==> src/rtl/spi_image_pkg.sv <==
// Shared types and constants for the SPI image receiver.
package spi_image_pkg;

    // Frame-level receive FSM states
    typedef enum logic [2:0] {
        IDLE,
        RECV,
        WAIT_EXEC,
        RUN,
        DONE
    } rx_state_t;

    // Host command bytes
    localparam logic [7:0] CMD_START = 8'h00;
    localparam logic [7:0] CMD_EXEC  = 8'hFF;

    // One pixel is a 4-bit intensity
    typedef logic [3:0] pixel_t;

    // Select the low (hi=0) or high (hi=1) nibble of a byte
    function automatic pixel_t nibble(input logic [7:0] b, input logic hi);
        return hi ? b[7:4] : b[3:0];
    endfunction

endpackage

==> src/rtl/spi_byte_rx.sv <==
// SPI slave byte engine: synchronizes SCK/SS/MOSI into clk, assembles
// LSB-first bytes, flags frames that end mid-byte and shifts a byte out
// on MISO while tx_load was high at the start of the frame.
module spi_byte_rx #(
    parameter int SYNC_STAGES = 2
) (
    input  logic       clk,
    input  logic       rst,
    input  logic       sck,
    input  logic       ss,
    input  logic       mosi,
    input  logic       tx_load,
    input  logic [7:0] tx_byte,
    output logic       miso,
    output logic       rx_strobe,
    output logic [7:0] rx_byte,
    output logic       frame_err
);

    logic [SYNC_STAGES-1:0] sck_sync;
    logic [SYNC_STAGES-1:0] ss_sync;
    logic [SYNC_STAGES-1:0] mosi_sync;
    logic                   sck_s, ss_s, mosi_s;
    logic                   sck_d, ss_d;
    logic                   sck_rise, sck_fall, ss_rise, ss_fall;
    logic [2:0]             bit_cnt;
    logic [6:0]             shift;
    logic [7:0]             tx_sr;
    logic                   tx_active;

    // Synchronizer chains; SS idles high so reset does not fake a frame start
    always_ff @(posedge clk or posedge rst) begin
        if (rst) begin
            sck_sync  <= '0;
            ss_sync   <= '1;
            mosi_sync <= '0;
        end else begin
            sck_sync[0]  <= sck;
            ss_sync[0]   <= ss;
            mosi_sync[0] <= mosi;
            for (int i = 1; i < SYNC_STAGES; i++) begin
                sck_sync[i]  <= sck_sync[i-1];
                ss_sync[i]   <= ss_sync[i-1];
                mosi_sync[i] <= mosi_sync[i-1];
            end
        end
    end

    assign sck_s  = sck_sync[SYNC_STAGES-1];
    assign ss_s   = ss_sync[SYNC_STAGES-1];
    assign mosi_s = mosi_sync[SYNC_STAGES-1];

    // Previous synchronized levels for edge detection
    always_ff @(posedge clk or posedge rst) begin
        if (rst) begin
            sck_d <= 1'b0;
            ss_d  <= 1'b1;
        end else begin
            sck_d <= sck_s;
            ss_d  <= ss_s;
        end
    end

    assign sck_rise = sck_s & ~sck_d;
    assign sck_fall = ~sck_s & sck_d;
    assign ss_rise  = ss_s & ~ss_d;
    assign ss_fall  = ~ss_s & ss_d;

    // Byte assembly: the eighth rise completes the byte and strobes it out
    // one clk later; SS rising abandons any partial byte
    always_ff @(posedge clk or posedge rst) begin
        if (rst) begin
            bit_cnt   <= '0;
            shift     <= '0;
            rx_byte   <= '0;
            rx_strobe <= 1'b0;
            frame_err <= 1'b0;
        end else begin
            rx_strobe <= 1'b0;
            if (ss_rise) begin
                if (bit_cnt != 3'd0) begin
                    frame_err <= 1'b1;
                end
                bit_cnt <= '0;
            end else if (sck_rise && !ss_s) begin
                if (bit_cnt == 3'd7) begin
                    rx_byte   <= {mosi_s, shift};
                    rx_strobe <= 1'b1;
                    bit_cnt   <= '0;
                end else begin
                    shift[bit_cnt] <= mosi_s;
                    bit_cnt        <= bit_cnt + 3'd1;
                end
            end
        end
    end

    // Transmit shifter: loaded on SS fall so bit 0 is ready before the
    // first rise, advanced on each SCK fall within the frame
    always_ff @(posedge clk or posedge rst) begin
        if (rst) begin
            tx_sr     <= '0;
            tx_active <= 1'b0;
        end else if (ss_fall) begin
            tx_sr     <= tx_byte;
            tx_active <= tx_load;
        end else if (ss_rise) begin
            tx_active <= 1'b0;
        end else if (sck_fall && !ss_s) begin
            tx_sr <= {1'b0, tx_sr[7:1]};
        end
    end

    assign miso = tx_active & tx_sr[0];

endmodule

==> src/rtl/spi_image_receiver.sv <==
// SPI image receiver top: decodes host frames into an image of 4-bit
// pixels, buffers them in a small FIFO for the classifier and returns
// the classified digit on MISO. Optional macro SPI_ECHO_EN turns MISO
// into a loopback of the previous received byte outside result frames.
module spi_image_receiver #(
    parameter int NUM_PIXELS  = 144,
    parameter int FIFO_DEPTH  = 8,
    parameter int SYNC_STAGES = 2
) (
    input  logic       clk,
    input  logic       rst,
    input  logic       SCK,
    input  logic       SS,
    input  logic       MOSI,
    output logic       MISO,
    output logic [3:0] pix_data,
    output logic       pix_valid,
    input  logic       pix_ready,
    output logic       img_start,
    input  logic [3:0] result,
    input  logic       result_valid,
    output logic       busy,
    output logic       frame_err,
    output logic       overrun_err
);

    import spi_image_pkg::*;

    localparam int              IMG_BYTES = NUM_PIXELS / 2;
    localparam int              BC_W      = $clog2(IMG_BYTES);
    localparam logic [BC_W-1:0] LAST_BYTE = BC_W'(IMG_BYTES - 1);
    localparam int              PTR_W     = $clog2(FIFO_DEPTH);
    localparam logic [PTR_W:0]  DEPTH_V   = (PTR_W+1)'(FIFO_DEPTH);
    localparam logic [PTR_W:0]  TWO_V     = (PTR_W+1)'(2);

    logic       rx_strobe;
    logic [7:0] rx_byte;
    logic       tx_load;
    logic [7:0] tx_byte;

    rx_state_t       state, state_next;
    logic [BC_W-1:0] byte_cnt, byte_cnt_next;
    logic            busy_next;
    logic            img_start_next;
    logic            push_req;
    logic            result_load;
    pixel_t          result_q;

    pixel_t          mem [FIFO_DEPTH];
    logic [PTR_W:0]  wr_ptr, rd_ptr;
    logic [PTR_W:0]  occ_after, free_after;
    logic [PTR_W-1:0] wr_idx0, wr_idx1;
    logic            pop, push_ok;

    spi_byte_rx #(
        .SYNC_STAGES(SYNC_STAGES)
    ) u_byte_rx (
        .clk      (clk),
        .rst      (rst),
        .sck      (SCK),
        .ss       (SS),
        .mosi     (MOSI),
        .tx_load  (tx_load),
        .tx_byte  (tx_byte),
        .miso     (MISO),
        .rx_strobe(rx_strobe),
        .rx_byte  (rx_byte),
        .frame_err(frame_err)
    );

`ifdef SPI_ECHO_EN
    logic [7:0] echo_q;

    // Remember the last completed byte for loopback
    always_ff @(posedge clk or posedge rst) begin
        if (rst) begin
            echo_q <= 8'h00;
        end else if (rx_strobe) begin
            echo_q <= rx_byte;
        end
    end

    // Every frame transmits: the result in DONE, the echo otherwise
    always_comb begin
        tx_load = 1'b1;
        tx_byte = (state == DONE) ? {4'b0000, result_q} : echo_q;
    end
`else
    // Only a frame that starts in DONE transmits the result
    always_comb begin
        tx_load = (state == DONE);
        tx_byte = {4'b0000, result_q};
    end
`endif

    // Frame FSM: next state, byte counter, busy and command pulses
    always_comb begin
        state_next     = state;
        byte_cnt_next  = byte_cnt;
        busy_next      = busy;
        img_start_next = 1'b0;
        push_req       = 1'b0;
        result_load    = 1'b0;
        case (state)
            IDLE: begin
                if (rx_strobe && rx_byte == CMD_START) begin
                    state_next    = RECV;
                    byte_cnt_next = '0;
                end
            end
            RECV: begin
                if (rx_strobe) begin
                    push_req  = 1'b1;
                    busy_next = 1'b1;
                    if (byte_cnt == LAST_BYTE) begin
                        state_next = WAIT_EXEC;
                    end else begin
                        byte_cnt_next = byte_cnt + BC_W'(1);
                    end
                end
            end
            WAIT_EXEC: begin
                if (rx_strobe) begin
                    if (rx_byte == CMD_EXEC) begin
                        img_start_next = 1'b1;
                        state_next     = RUN;
                    end else if (rx_byte == CMD_START) begin
                        state_next    = RECV;
                        byte_cnt_next = '0;
                    end
                end
            end
            RUN: begin
                if (result_valid) begin
                    result_load = 1'b1;
                    busy_next   = 1'b0;
                    state_next  = DONE;
                end
            end
            DONE: begin
                if (rx_strobe) begin
                    byte_cnt_next = '0;
                    state_next    = (rx_byte == CMD_START) ? RECV : IDLE;
                end
            end
            default: state_next = IDLE;
        endcase
    end

    // FSM and control registers
    always_ff @(posedge clk or posedge rst) begin
        if (rst) begin
            state     <= IDLE;
            byte_cnt  <= '0;
            busy      <= 1'b0;
            img_start <= 1'b0;
            result_q  <= '0;
        end else begin
            state     <= state_next;
            byte_cnt  <= byte_cnt_next;
            busy      <= busy_next;
            img_start <= img_start_next;
            if (result_load) begin
                result_q <= result;
            end
        end
    end

    // Pixel stream: a pixel transfers on any clk where pix_valid and
    // pix_ready are both high; pix_data is stable while pix_valid waits.
    assign pix_valid = (wr_ptr != rd_ptr);
    assign pix_data  = mem[rd_ptr[PTR_W-1:0]];
    assign pop       = pix_valid & pix_ready;

    // Room check counts a same-cycle pop as already freed
    always_comb begin
        occ_after  = (wr_ptr - rd_ptr) - {{PTR_W{1'b0}}, pop};
        free_after = DEPTH_V - occ_after;
        push_ok    = push_req && (free_after >= TWO_V);
        wr_idx0    = wr_ptr[PTR_W-1:0];
        wr_idx1    = wr_ptr[PTR_W-1:0] + PTR_W'(1);
    end

    // Pixel storage, low nibble ahead of high nibble
    always_ff @(posedge clk) begin
        if (push_ok) begin
            mem[wr_idx0] <= nibble(rx_byte, 1'b0);
            mem[wr_idx1] <= nibble(rx_byte, 1'b1);
        end
    end

    // FIFO pointers and sticky overrun flag
    always_ff @(posedge clk or posedge rst) begin
        if (rst) begin
            wr_ptr      <= '0;
            rd_ptr      <= '0;
            overrun_err <= 1'b0;
        end else begin
            if (push_ok) begin
                wr_ptr <= wr_ptr + TWO_V;
            end
            if (push_req && !push_ok) begin
                overrun_err <= 1'b1;
            end
            if (pop) begin
                rd_ptr <= rd_ptr + (PTR_W+1)'(1);
            end
        end
    end

endmodule

==> config.mk <==
export PLATFORM = sky130hd
export DESIGN_NAME = spi_image_receiver
export DESIGN_NICKNAME = d
export VERILOG_FILES = /design/src/rtl/spi_image_pkg.sv /design/src/rtl/spi_byte_rx.sv /design/src/rtl/spi_image_receiver.sv
export SDC_FILE = /design/constraint.sdc
export NUM_CORES = 1
export LEC_CHECK = 0
export CAP_MARGIN = 20
export CORE_MARGIN = 3
export CORE_UTILIZATION = 30
export CTS_CLUSTER_SIZE = 14
export DETAILED_ROUTE_END_ITERATION = 10
export PLACE_DENSITY = 0.53
export SYNTH_ARGS = -nofsm -noshare
export SYNTH_HDL_FRONTEND = slang
export SYNTH_SLANG_ARGS = --single-unit
==> constraint.sdc <==
create_clock -name clk -period 2.95 [get_ports clk]
set_input_delay 0.4425 -clock clk [delete_from_list [all_inputs] [get_ports clk]]
set_output_delay 0.4425 -clock clk [all_outputs]
set_load 0.05 [all_outputs]
==> summary.txt <==
Run status
  • Run status: finished clean

Finish
  • Proportion of layout cells with a drive suffix above 1: 0.198
  • Final std cells w/o fill: 495
  • Synth-to-layout area growth: 17.8%
  • Number of nets in the finished design: 345
  • Antenna cell count: 0
  • Commonest non-fill, non-tap cell in the layout: dfrtp_1
  • Commonest non-fill, non-tap cells in the layout: 53 x dfrtp_1, 32 x edfxtp_1, 27 x nand2_1

Critical path
  • Launching element type of the critical path: register
  • R2r startpoint: rd_ptr[2]
  • Delay contributed by the slowest stage of the critical path: a little under 0.7 ns
  • Cell class contributing the biggest share of worst-path delay: multiplexers
  • Slowest library cell on the worst path: clkdlybuf4s50_1
  • Register-to-register setup slack: between 0.3 and 0.4 ns
  • Required time of the critical path: about 2.5 ns
  • Crit Path Class: register to output pin
  • Worst path buffer plus inverter count: 1
  • Cell-by-cell trace of the critical path: mux4_2 -> mux2_2 -> clkdlybuf4s50_1
  • FF-to-FF path depth: 6
  • Endpoint kind of the worst setup timing path: output pin
  • Peak fanout along the critical path: 11
  • Endpoint of the most critical register-to-register path: mem[0][0]
  • Data arrival time of the worst path: 2.36 ns

Min path
  • Count of cells along the worst hold path: 0
  • Class of the most critical hold timing path: register to register
  • Destination of the worst hold path: u_byte_rx.mosi_sync[1]
  • Worst Hold Launch: u_byte_rx.mosi_sync[0]

Die
  • Die outline area: 14600 um2
  • Die Y: 121 um
  • Starting density of the core: 0.309
  • Top Ports: 21
  • Total number of placement rows: 41
  • Die Wd: between 100 and 150 um
  • Core footprint: 12800 um2

Power and ir drop
  • Net switching share of the total power: 0.290
  • Share of power burned in combinational logic: 0.251
  • Total power divided by cell area: 718 nW/um2
  • Internal power: between 2 and 2.5 mW
  • Clock share of power: 0.329
  • Switch Pwr: between 0.9 and 1 mW
  • Sequential Power Share: 0.420
  • Leakage power: 1.91 nW
  • IR Drop Worst-Case VDD: between 0.3 and 0.4 mV

Yosys
  • Post-synth EDFFs: 32
  • Flip-flop and latch count after synthesis: 89
  • Area of the mapped netlist: around 4000 um2
  • Synthesis Warnings: 0
  • Most area-consuming cells after synthesis: dfrtp_1 34%, edfxtp_1 24%, mux2_2 7.1%
  • Largest area contributor in the synthesized netlist: dfrtp_1
  • Post-synthesis cell count: 293
  • Mean instance size in the synthesized netlist: 13.5 um2
  • Share of the yosys chip area belonging to registers: 0.605
  • Number of unique standard cell types used by synthesis: 41
  • Most frequently used flop master after synthesis: dfrtp_1
  • Post-Syn Nets: 320
  • Share of async-settable or async-resettable flops after synthesis: 0.640
  • Area fraction of the dominant cell type after synthesis: 0.342

Routing
  • DR vias: 2243
  • TritonRoute pass-1 iters: 4
  • Final routed wire length divided by cell count: 13.6 um
  • Vias per cell: 4.53
  • Total Wirelength: 6.71 mm
  • Final routed DRC violation total: 0
  • Post-route antenna net violation count: 0
  • Initial DRC Count: 115

Clock network
  • Cell at the root of the clock tree: clkbuf_16
  • H-Tree Depth: 3
  • Clock Sinks: 89
  • Setup repair bufs after CTS: 0
  • Clock edge transition at the registers on the reported setup and hold paths: about 0.060 ns
  • Clock tree buffer depth: 2
  • Clock tree from TritonCTS: built
  • Cts bufs inserted: 9
  • Clock Latency Late Sink: 0.34 ns

Global routing
  • Number of global-route vias before repair: 2268
  • Initial antenna violation count: 0
  • Met1 demand-to-capacity share in global routing: 0.138
  • Most congested layer reported by global routing: met2
  • GRT overflow: 0
  • GRT Resource Usage Total: 0.103
  • Maximum number of pins on one net before global-route repair: 31
  • Wire length of the first global-routing pass: about 12 mm
  • Met2 global-route usage: 0.153
  • M3 GR Usage: 0.0355

Timing
  • Final clock period utilization by the worst path: 0.949
  • Final Hold Fails: 0
  • Final setup violation count: 0
  • Min Tclk post-route: 2.80 ns
  • Unrepaired setup endpoints after global routing: false
  • Setup TNS Final: 0 ns
  • Total count of max-transition violations in the final report: 0
  • Pin slew with the least headroom to its limit: 0.586 ns
  • Upper clock frequency limit: roughly 360 MHz
  • Post-route worst hold slack: between 0.3 and 0.4 ns
  • Relative slew slack: 0.609
  • Max Clock Skew: about 0.0049 ns

Placement
  • Final GP Congestion: 0.737
  • Placed cell count: 479
  • HPWL after DPL: 4.71 mm
  • Buffers on Ports: 20

Run
  • Max-cap violations: 0
==> stage by stage <==
stage / setup WS (ns) / area [um2] / total power [mW] / util
finish: 0.152 / 4650 / 3.34 / 0.364
global route: 0.0386 / 4650 / 3.53 / 0.364
CTS: 0.108 / 4650 / 3.40 / 0.364
detailed placement: 0.225 / 4360 / 2.28 / 0.342
global placement: 0.272 / 4360 / 2.26 / 0.342
floorplan: 0.740 / 3950 / 2.07 / -
==> registers in the layout, summed over array words and instances (netlist names) <==
| register | count |
|---|---|
| u_byte_rx.shift | 7 |
| u_byte_rx.ss_d | 1 |
| busy | 1 |
| wr_ptr | 3 |
| state | 3 |
| u_byte_rx.rx_strobe | 1 |
| img_start | 1 |
| byte_cnt | 7 |
| mem | 32 |
| u_byte_rx.tx_sr | 4 |
| u_byte_rx.ss_sync | 2 |
| rd_ptr | 4 |
| result_q | 4 |
| overrun_err | 1 |
| u_byte_rx.mosi_sync | 2 |
| u_byte_rx.sck_sync | 2 |
| u_byte_rx.bit_cnt | 3 |
| u_byte_rx.sck_d | 1 |
| u_byte_rx.rx_byte | 8 |
| u_byte_rx.tx_active | 1 |
| u_byte_rx.frame_err | 1 |
==> how the worst max path moves through the flow <==
stage              start           to  slack, ns  depth (start not counted)
6_report       rd_ptr[0]  pix_data[2]       0.15                          3
2_1_floorplan  wr_ptr[2]    mem[0][0]       0.74                          7
4_1_cts        rd_ptr[0]  pix_data[3]       0.11                          3
3_5_place_dp   pix_ready    mem[0][0]       0.22                          8
3_3_place_gp   pix_ready    mem[4][1]       0.27                          8
5_1_grt        rd_ptr[0]  pix_data[3]       0.04                          3
==> area by class of cell <==
type	instances	area, um2
Multi-Input combinational cell	178	1460
Timing Repair Buffer	24	238
Inverter	16	60.1
Tap cell	172	215
Fill cell	1237	8120
Sequential cell	89	2390
Clock buffer	10	229
Clock inverter	6	58.8
==> repair_timing <==
action,4_1_cts,5_1_grt
gates resized for setup,1,0
endpoints found under the setup margin,2,0
hold buffers,0,0
==> per-layer routing <==
metal	up-vias	routed length, um
li1	1101	-
met1	1102	3310
met2	31	3080
met3	9	242
met4	0	77
met5	-	0
==> cell families after synthesis <==
family | count (synthesis) | share of synthesized area
flops | 89 | 0.605
xor+xnor | 9 | 0.0200
fa+ha+maj | 16 | 0.0507
buf+inv | 26 | 0.0253
simple gates | 78 | 0.103
compound gates | 33 | 0.0560
mux | 42 | 0.140
==> cell usage after synthesis, types with 7 or more instances <==
cell type and instances:
mux2_2 25, nor2_1 12, xnor2_1 7, edfxtp_1 32, o21ai_0 10, a21oi_1 7
dfrtp_1 54, mux4_2 8, clkbuf_1 8, ha_1 16, inv_1 16, nand2_1 27
mux2i_1 8
==> power groups by stage <==
stage / combinational (mW) / clock [mW] / sequential [mW]
2_1_floorplan: 0.679 / 0 / 1.39
3_3_place_gp: 0.838 / 0 / 1.43
3_5_place_dp: 0.852 / 0 / 1.43
4_1_cts: 0.856 / 1.13 / 1.41
5_1_grt: 0.910 / 1.20 / 1.42
6_report: 0.837 / 1.10 / 1.40
Note: power is estimated with default switching activity, not from simulation.
